[config.mk]
export PLATFORM = sky130hd
export DESIGN_NAME = wb_vga_fetch
export DESIGN_NICKNAME = d
export VERILOG_FILES = /design/src/rtl/wb_vga_fetch.sv
export SDC_FILE = /design/constraint.sdc
export NUM_CORES = 2
export LEC_CHECK = 0
export BUFFER_PORTS_ARGS = -buffer_cell sky130_fd_sc_hd__buf_2
export CAP_MARGIN = 25
export CORE_MARGIN = 5
export CORE_UTILIZATION = 53
export DETAILED_ROUTE_END_ITERATION = 6
export PLACE_DENSITY_LB_ADDON = 0.2
export SETUP_SLACK_MARGIN = 0.5
export SLEW_MARGIN = 30
export SYNTH_ARGS = -nofsm -noshare
export SYNTH_HDL_FRONTEND = slang
export SYNTH_SLANG_ARGS = --single-unit
export TNS_END_PERCENT = 50
[constraint.sdc]
create_clock -name wb_clk_i -period 8.28 [get_ports wb_clk_i]
set_clock_uncertainty 0.15 [all_clocks]
set_input_delay 0 -clock wb_clk_i [delete_from_list [all_inputs] [get_ports wb_clk_i]]
set_output_delay 0 -clock wb_clk_i [all_outputs]
set_load 0.03 [all_outputs]
[src/rtl/wb_vga_fetch.sv]
// Wishbone burst-read master feeding the pixel pipeline: fetches one framebuffer per
// start_i pulse as 16-beat incrementing bursts and buffers the words in a FWFT FIFO.
module wb_vga_fetch #(
  parameter int ADDRESS    = 23,
  parameter int BURST_LOG2 = 4,
  parameter int FIFO_LOG2  = 6,
  parameter int COUNT_W    = 20,
  parameter int RETRY_WAIT = 4
) (
  input  logic               wb_clk_i,
  input  logic               wb_rst_i,
  input  logic [ADDRESS-1:0] frame_base_i,
  input  logic [COUNT_W-1:0] frame_words_i,
  input  logic               start_i,
  output logic               wb_cyc_o,
  output logic               wb_stb_o,
  output logic               wb_we_o,
  output logic [2:0]         wb_cti_o,
  output logic [1:0]         wb_bte_o,
  output logic [ADDRESS-1:0] wb_adr_o,
  output logic [3:0]         wb_sel_o,
  input  logic               wb_ack_i,
  input  logic               wb_rty_i,
  input  logic               wb_err_i,
  input  logic [31:0]        wb_dat_i,
  output logic [31:0]        px_dat_o,
  output logic               px_valid_o,
  input  logic               px_ready_i,
  output logic               busy_o,
  output logic               err_o,
  output logic               underflow_o
);
  localparam int BURST_LEN  = 1 << BURST_LOG2;
  localparam int FIFO_DEPTH = 1 << FIFO_LOG2;
  localparam int BO_W       = (RETRY_WAIT > 1) ? $clog2(RETRY_WAIT) : 1;

  typedef enum logic [1:0] {IDLE, WAIT_SPACE, BURST, BACKOFF} state_t;

  state_t                state;
  logic [ADDRESS-1:0]    burst_base;
  logic [BURST_LOG2-1:0] beat;
  logic [COUNT_W-1:0]    words_left;
  logic [BO_W-1:0]       bo_cnt;
  logic                  cyc_r;

  logic [31:0]           mem [FIFO_DEPTH];
  logic [FIFO_LOG2-1:0]  wr_ptr;
  logic [FIFO_LOG2-1:0]  rd_ptr;
  logic [FIFO_LOG2:0]    fill;

  logic last_beat;
  logic space_ok;
  logic push;
  logic pop;
  logic flush;

  assign last_beat = &beat;
  assign space_ok  = fill <= (FIFO_LOG2+1)'(FIFO_DEPTH - BURST_LEN);
  // A restart or an error discards whatever the slave returns in that same cycle.
  assign push  = (state == BURST) && wb_ack_i && !wb_err_i && !start_i;
  assign pop   = px_valid_o && px_ready_i;
  assign flush = start_i || ((state == BURST) && wb_err_i);

  assign wb_cyc_o = cyc_r;
  assign wb_stb_o = cyc_r;
  assign wb_we_o  = 1'b0;
  assign wb_bte_o = 2'b00;
  assign wb_sel_o = 4'hF;
  assign wb_adr_o = burst_base + ADDRESS'(beat);
  assign wb_cti_o = cyc_r ? (last_beat ? 3'b111 : 3'b010) : 3'b000;

  assign px_valid_o  = (fill != '0);
  assign px_dat_o    = px_valid_o ? mem[rd_ptr] : 32'h0;
  assign underflow_o = px_ready_i && busy_o && !px_valid_o;

  always_ff @(posedge wb_clk_i or posedge wb_rst_i) begin
    if (wb_rst_i) begin
      state      <= IDLE;
      burst_base <= '0;
      beat       <= '0;
      words_left <= '0;
      bo_cnt     <= '0;
      cyc_r      <= 1'b0;
      busy_o     <= 1'b0;
      err_o      <= 1'b0;
    end else if (start_i) begin
      state      <= WAIT_SPACE;
      burst_base <= frame_base_i;
      beat       <= '0;
      words_left <= frame_words_i;
      cyc_r      <= 1'b0;
      busy_o     <= 1'b1;
      err_o      <= 1'b0;
    end else begin
      case (state)
        IDLE: begin
        end
        WAIT_SPACE: begin
          if (space_ok) begin
            cyc_r <= 1'b1;
            state <= BURST;
          end
        end
        BURST: begin
          if (wb_err_i) begin
            cyc_r  <= 1'b0;
            err_o  <= 1'b1;
            busy_o <= 1'b0;
            state  <= IDLE;
          end else if (wb_ack_i) begin
            beat       <= beat + 1'b1;
            words_left <= words_left - 1'b1;
            if (last_beat) begin
              cyc_r      <= 1'b0;
              burst_base <= burst_base + ADDRESS'(BURST_LEN);
              if (words_left == COUNT_W'(1)) begin
                busy_o <= 1'b0;
                state  <= IDLE;
              end else begin
                state <= WAIT_SPACE;
              end
            end
          end else if (wb_rty_i) begin
            // beat is left untouched so the burst resumes at the first unacked word
            cyc_r  <= 1'b0;
            bo_cnt <= BO_W'(RETRY_WAIT - 1);
            state  <= BACKOFF;
          end
        end
        BACKOFF: begin
          if (bo_cnt == '0) begin
            cyc_r <= 1'b1;
            state <= BURST;
          end else begin
            bo_cnt <= bo_cnt - 1'b1;
          end
        end
        default: state <= IDLE;
      endcase
    end
  end

  always_ff @(posedge wb_clk_i or posedge wb_rst_i) begin
    if (wb_rst_i) begin
      wr_ptr <= '0;
      rd_ptr <= '0;
      fill   <= '0;
    end else if (flush) begin
      wr_ptr <= '0;
      rd_ptr <= '0;
      fill   <= '0;
    end else begin
      if (push) wr_ptr <= wr_ptr + 1'b1;
      if (pop)  rd_ptr <= rd_ptr + 1'b1;
      case ({push, pop})
        2'b10:   fill <= fill + 1'b1;
        2'b01:   fill <= fill - 1'b1;
        default: fill <= fill;
      endcase
    end
  end

  always_ff @(posedge wb_clk_i) begin
    if (push) mem[wr_ptr] <= wb_dat_i;
  end

endmodule

== Word level (Yosys, flattened, before mapping) ==
Memory sizes are Yosys's and may differ from the RTL's.
Cells that the tools add are included.

* Register bits after elaboration: 73
* Latch bits: 0
* Memory bits (writable): 2048
* ROM bits: 0
* Input port bits: 82
* Output and inout bits: 71
* Word-level logic and storage cells: 124
* Memories: 1

{| class="wikitable"
|+ Memory list
! memory !! words !! width !! read ports !! clocked after memory_dff !! write ports !! RTL line !! source
|-
| mem || 64 || 32 || 1 || 0 || 1 || 46 || <nowiki>logic [31:0] mem [FIFO_DEPTH];</nowiki>
|}

* $add $sub $neg: 9
* Multipliers: 0
* Divide/modulo/power cells: 0
* Order comparisons: 1
* Equal/unequal tests: 15
* Shifts and indexed selects: 0
* Multiplexer cells: 54
* Bitwise operators: 1
* Reduce and logical (&&, ||, !) cells: 32

{| class="wikitable"
|+ Operators with widths
! kind !! count
|-
| 23-bit two-way mux || 5
|-
| 20-bit two-way mux || 4
|-
| 32-bit two-way mux || 1
|-
| 6-bit two-way mux || 4
|-
| 23-bit by 4-bit adder with 23-bit output || 1
|-
| 23-bit by 5-bit adder with 23-bit output (second input constant) || 1
|-
| 20-bit by 1-bit equality test with 1-bit output (second input constant) || 1
|-
| 2-bit two-way mux || 10
|-
| 20-bit by 1-bit subtractor with 20-bit output (second input constant) || 1
|-
| 1-bit two-way mux || 19
|-
| 4-bit two-way mux || 4
|-
| 7-bit case mux with 2 select lines || 1
|-
| 2-bit nonzero test || 7
|-
| 6-bit by 1-bit adder with 6-bit output (second input constant) || 2
|-
| 4-bit AND reduction || 3
|-
| 3-bit nonzero test || 4
|-
| 2-bit != test (second input constant) || 5
|-
| 5-bit != test (second input constant) || 2
|-
| 7-bit by 1-bit adder with 7-bit output (second input constant) || 1
|-
| 7-bit by 6-bit <= comparator with 1-bit output (second input constant) || 1
|-
| 1-bit logical AND || 7
|-
| 7-bit two-way mux || 1
|-
| 7-bit nonzero test || 1
|-
| 7-bit by 1-bit subtractor with 7-bit output (second input constant) || 1
|-
| other kinds (18) || 25
|}

== Depth between registers and ports, before layout ==
* Word-level depth: 7
* Depth in mapped cells: 11
* Depth with buffers taken out: 10

== Worst setup path before layout ==
Ideal clock, no wire load.

* Path type: reg-to-reg
* Start: register state[1]
* End: memory mem[33][0] (enable)
* Setup time: 461 ps
* Arrival: 3477 ps
* Data required time: 7669 ps
* Path slack: 4192 ps
* Stages on the path, launching flop included: 7
* Buffers on the path: 3
* Clock period less this slack: 4088 ps
* Path through: dfrtp_1 buf_2 nor4bb_1 buf_2 nand2_1 buf_2 nor3_1

* Longest elaborated chain between the ends: 6

{| class="wikitable"
|+ RTL lines
! item !! RTL line !! source
|-
| start, declared || 39 || <nowiki>state_t state;</nowiki>
|-
| start signal, assigned || 78 || <nowiki>state <= IDLE;</nowiki>
|-
| start signal, assigned || 87 || <nowiki>state <= WAIT_SPACE;</nowiki>
|-
| start signal, assigned || 101 || <nowiki>state <= BURST;</nowiki>
|-
| 2-bit equality test || 60 || <nowiki>assign push = (state == BURST) && wb_ack_i && !wb_err_i && !start_i;</nowiki>
|-
| 1-bit logical AND (3 in a row) || 60 ||
|-
| 1-bit two-way mux || 164 || <nowiki>if (push) mem[wr_ptr] <= wb_dat_i;</nowiki>
|-
| 1-bit two-way mux (implied by the code) || 164 ||
|-
| end, declared || 46 ||
|}

Every way passes these cells.

== Final worst setup path ==
* Start: register rd_ptr[0]
* End: output px_dat_o[19]

* Longest elaborated chain between the ends: 2

{| class="wikitable"
|+ RTL lines
! item !! RTL line !! source
|-
| start, declared || 48 || <nowiki>logic [FIFO_LOG2-1:0] rd_ptr;</nowiki>
|-
| start signal, assigned || 154 || <nowiki>if (pop) rd_ptr <= rd_ptr + 1'b1;</nowiki>
|-
| memory 64 x 32 bit || -- ||
|-
| 32-bit two-way mux || 73 || <nowiki>assign px_dat_o = px_valid_o ? mem[rd_ptr] : 32'h0;</nowiki>
|-
| end, declared || 26 || <nowiki>output logic [31:0] px_dat_o,</nowiki>
|}

Every way passes these cells.

==> impl_results.md <==
* Outcome: completed
* Worst R2R Setup Slack at 4.42 ns
* Worst hold path type: in2reg
* Clock Path Buffers at 3
* Clk pwr share at 35.8%
* P_leak at 29.8 nW
* Die ar. at 163,000 sq um
* Layout cell share with drive strength beyond 1 at 26.9%
* Chip width at 404 microns
* Bufs and invs on worst path at 3
* CTS tree: built
* Yosys Warn Count at 0
* Post-synth EDFFs at 2,048
* Worst skew pair latency at 0.81 ns
* Net Sw Frac at 26.2%
* Finish-stage setup viols at 0
* Drt drc at 0
* Port Buffers at 145
* Grt ovf at 0
* Mapped cell area at 82,300 sq um
* Sink Count at 2,121
* Synth-to-Final Area Change at 15.9%
* Cell internal pwr at 0.0192 W
* Num ports at 153
* Worst-path clk slew at 0.06 ns
* Kind of critical path: reg2out
* First-pass GRT wire length at 301,000 microns
* Placed cell count at 6,092
* Max Cap Viol at 0
* Post-layout net count at 4,570
* Critical path origin: rd_ptr[0]
* Vias/cell at 6.34
* Final Max Slew Viols at 0
* Comb pwr share at 18.3%
* Top cell type by total area after synthesis: edfxtp_1
* Post-layout min period at 5.03 ns
* Critical Path, Cell by Cell: buf_12, buf_12, mux4_2, a22oi_1, nand2_1, a22oi_1, o21ai_0, buf_2
* Setup crit start kind: flip-flop
* P per Cell Area at 273 nW/um^2
* Max incr delay on CP at 0.73 ns
* Area contributors post-synth: edfxtp_1 (75%), mux4_2 (12%), dfrtp_1 (2.2%), mux2_2 (1.6%), a22oi_1 (1.4%)
* Setup TNS at 0 ns
* Max Fclk at 0.199 GHz
* Final wirelength at 209,000 microns
* Crit path max-delay cell type: a22oi_1
* Vias in the first global route at 42,775
* Largest net degree at the start of global routing at 159
* Psw at 0.00680 W
* Worst slew pin tran at 1.04 ns
* Unrepaired setup endpoints after global routing: false
* Final period util at 60.8%
* DR WL/cell at 31.3 microns
* Initial DRC count at 5,649
* Routed vias at 42,436
* Final core utilization at 61.9%
* Worst Hold Margin at 0.120 ns
* Register bit count reported by yosys at 2,121
* Total track usage at 25.7%
* Die Y at 404 microns
* ANT nets after route at 0
* Core area at 154,000 sq um
* Unique cell type count in the Yosys netlist at 65
* HP Start: wb_ack_i
* Endpoint class of the critical path: output port
* Total CTS buffers at 209
* Clk root buf: clkbuf_16
* Fraction of registers with async set/reset at 3.44%
* Post-DP HPWL at 113,000 microns
* Top_reg_cell synth: edfxtp_1
* Gate Count Post-Synth at 3,996
* Sequential fraction of the synthesis area at 77.0%
* CP top delay family: compound AO/OA/AOI/OAI gates
* Final hold violation count at 0
* Placement Rows at 144
* Initial antenna violation count at 17
* Worst r2r src: state[1]
* Drt pass-1 iters at 6
* Rel. slew slack at 30.7%
* Routability cong. at 0.789
* Flop pwr share at 45.9%
* Worst path arrival time at 4.88 ns
* CP max FO at 47
* Synth top area share at 74.7%
* Peak VDD IR at 0.000383 V
* Avg Synthesized Cell Area at 20.6 sq um
* Non-filler cells, final at 6,695
* Initial Utilization at 53.4%
* H-tree Lvls at 4
* Crit path required time at 8.13 ns
## power groups by stage
stage          Combinational, W  Clock (W)  Sequential, W
4_1_cts                 0.00474    0.00943         0.0120
6_report                0.00476    0.00930         0.0119
3_5_place_dp            0.00463          0         0.0122
5_1_grt                 0.00509    0.00991         0.0119
2_1_floorplan           0.00334          0         0.0121
3_3_place_gp            0.00461          0         0.0122
## cells in the final DEF (no fill, tap or decap), types with 37 or more instances in the layout
master / synthesis / layout
a22oi_1: 153 / 153
buf_2: 92 / 142
buf_4: 14 / 118
clkbuf_1: 114 / 49
clkbuf_16: 0 / 211
clkinv_1: 1 / 46
clkinv_2: 0 / 37
dfrtp_1: 73 / 69
dlygate4sd3_1: 0 / 213
edfxtp_1: 2048 / 2048
mux2_2: 117 / 117
mux4_2: 454 / 454
nand2_1: 145 / 144
nand3_1: 38 / 37
nor2_1: 162 / 97
nor2_4: 0 / 60
nor3_1: 62 / 55
o21ai_0: 134 / 134
o22ai_1: 60 / 60
xor2_1: 42 / 42
## metrics by stage
step / worst slack (ns) / total power (W) / cell area (sq um)
5_1_grt: 2.92 / 0.0270 / 95400
2_1_floorplan: 4.19 / 0.0154 / 82300
4_1_cts: 2.92 / 0.0262 / 95400
3_5_place_dp: 3.80 / 0.0168 / 86500
6_report: 3.25 / 0.0260 / 95400
3_3_place_gp: 3.79 / 0.0168 / 86100
## state kept, by name, summed over array words and instances (netlist names)
name        flops
state           2
wb_cyc_o        1
fill            7
rd_ptr          6
burst_base     23
wr_ptr          6
err_o           1
mem          2048
bo_cnt          2
busy_o          1
words_left     20
beat            4
## worst paths after layout
check | cells past startpoint | end
min in group asynchronous | 5 | burst_base[16]
worst max-delay path | 8 | px_dat_o[19]
worst max register to register | 7 | mem[31][5]
worst min register to register | 1 | bo_cnt[0]
worst min-delay path | 5 | state[0]
max in group asynchronous | 5 | rd_ptr[1]
## layer usage
metal | part of all wire, % | global-route usage [%] | vias up | routed length [microns]
li1 | - | - | 17546 | -
met1 | 40 | 37.3 | 22448 | 83300
met3 | 10 | 5.32 | 273 | 21400
met4 | 1.9 | 5.39 | 2 | 3990
met5 | 0.0062 | 0 | - | 13
met2 | 48 | 41.3 | 2167 | 101000
## Yosys cell counts (11+ instances only)
master and number:
a21oi_1 16, a22o_1 30, a22oi_1 153, a31oi_1 12
buf_1 16, buf_2 92, buf_4 14, clkbuf_1 114
dfrtp_1 73, edfxtp_1 2048, ha_1 13, inv_1 14
mux2_2 117, mux2i_1 12, mux4_2 454, nand2_1 145
nand3_1 38, nor2_1 162, nor2b_1 13, nor3_1 62
o21ai_0 134, o221ai_1 30, o22ai_1 60, or3_1 11
xnor2_1 28, xor2_1 42
## worst min-delay path, cell delays in order
cell and delay [ns]:
dlygate4sd3_1 0.55, buf_2 0.16, a31oi_1 0.15, a311oi_1 0.07, nor2_1 0.08
## area by class of cell
cell class,instances,area [sq um]
Sequential cell,2121,63300
Fill cell,10651,58800
Multi-Input combinational cell,1628,18400
Clock buffer,261,5480
Timing Repair Buffer,498,4290
Tap cell,2044,2560
Clock inverter,124,1270
Inverter,16,60.1
Antenna cell,3,7.51
## cells by family (layout without fill, tap and decap cells)
family	Yosys count	after routing	synth area share (%)
compound gates	463	463	3.78
xor+xnor	70	70	0.745
fa+ha+maj	14	14	0.222
buf+inv	252	899	1.35
flops	2121	2121	77.0
mux	583	583	14.2
other cells	2	10	0.00913
simple gates	491	491	2.76
## repair_timing
action | CTS | global route
endpoints found under the hold margin | 2194 | 0
gates resized for setup | 0 | 0
hold buffers | 213 | 0
buffers inserted | 0 | 0
No activity file was read; power rests on OpenSTA's default activity.
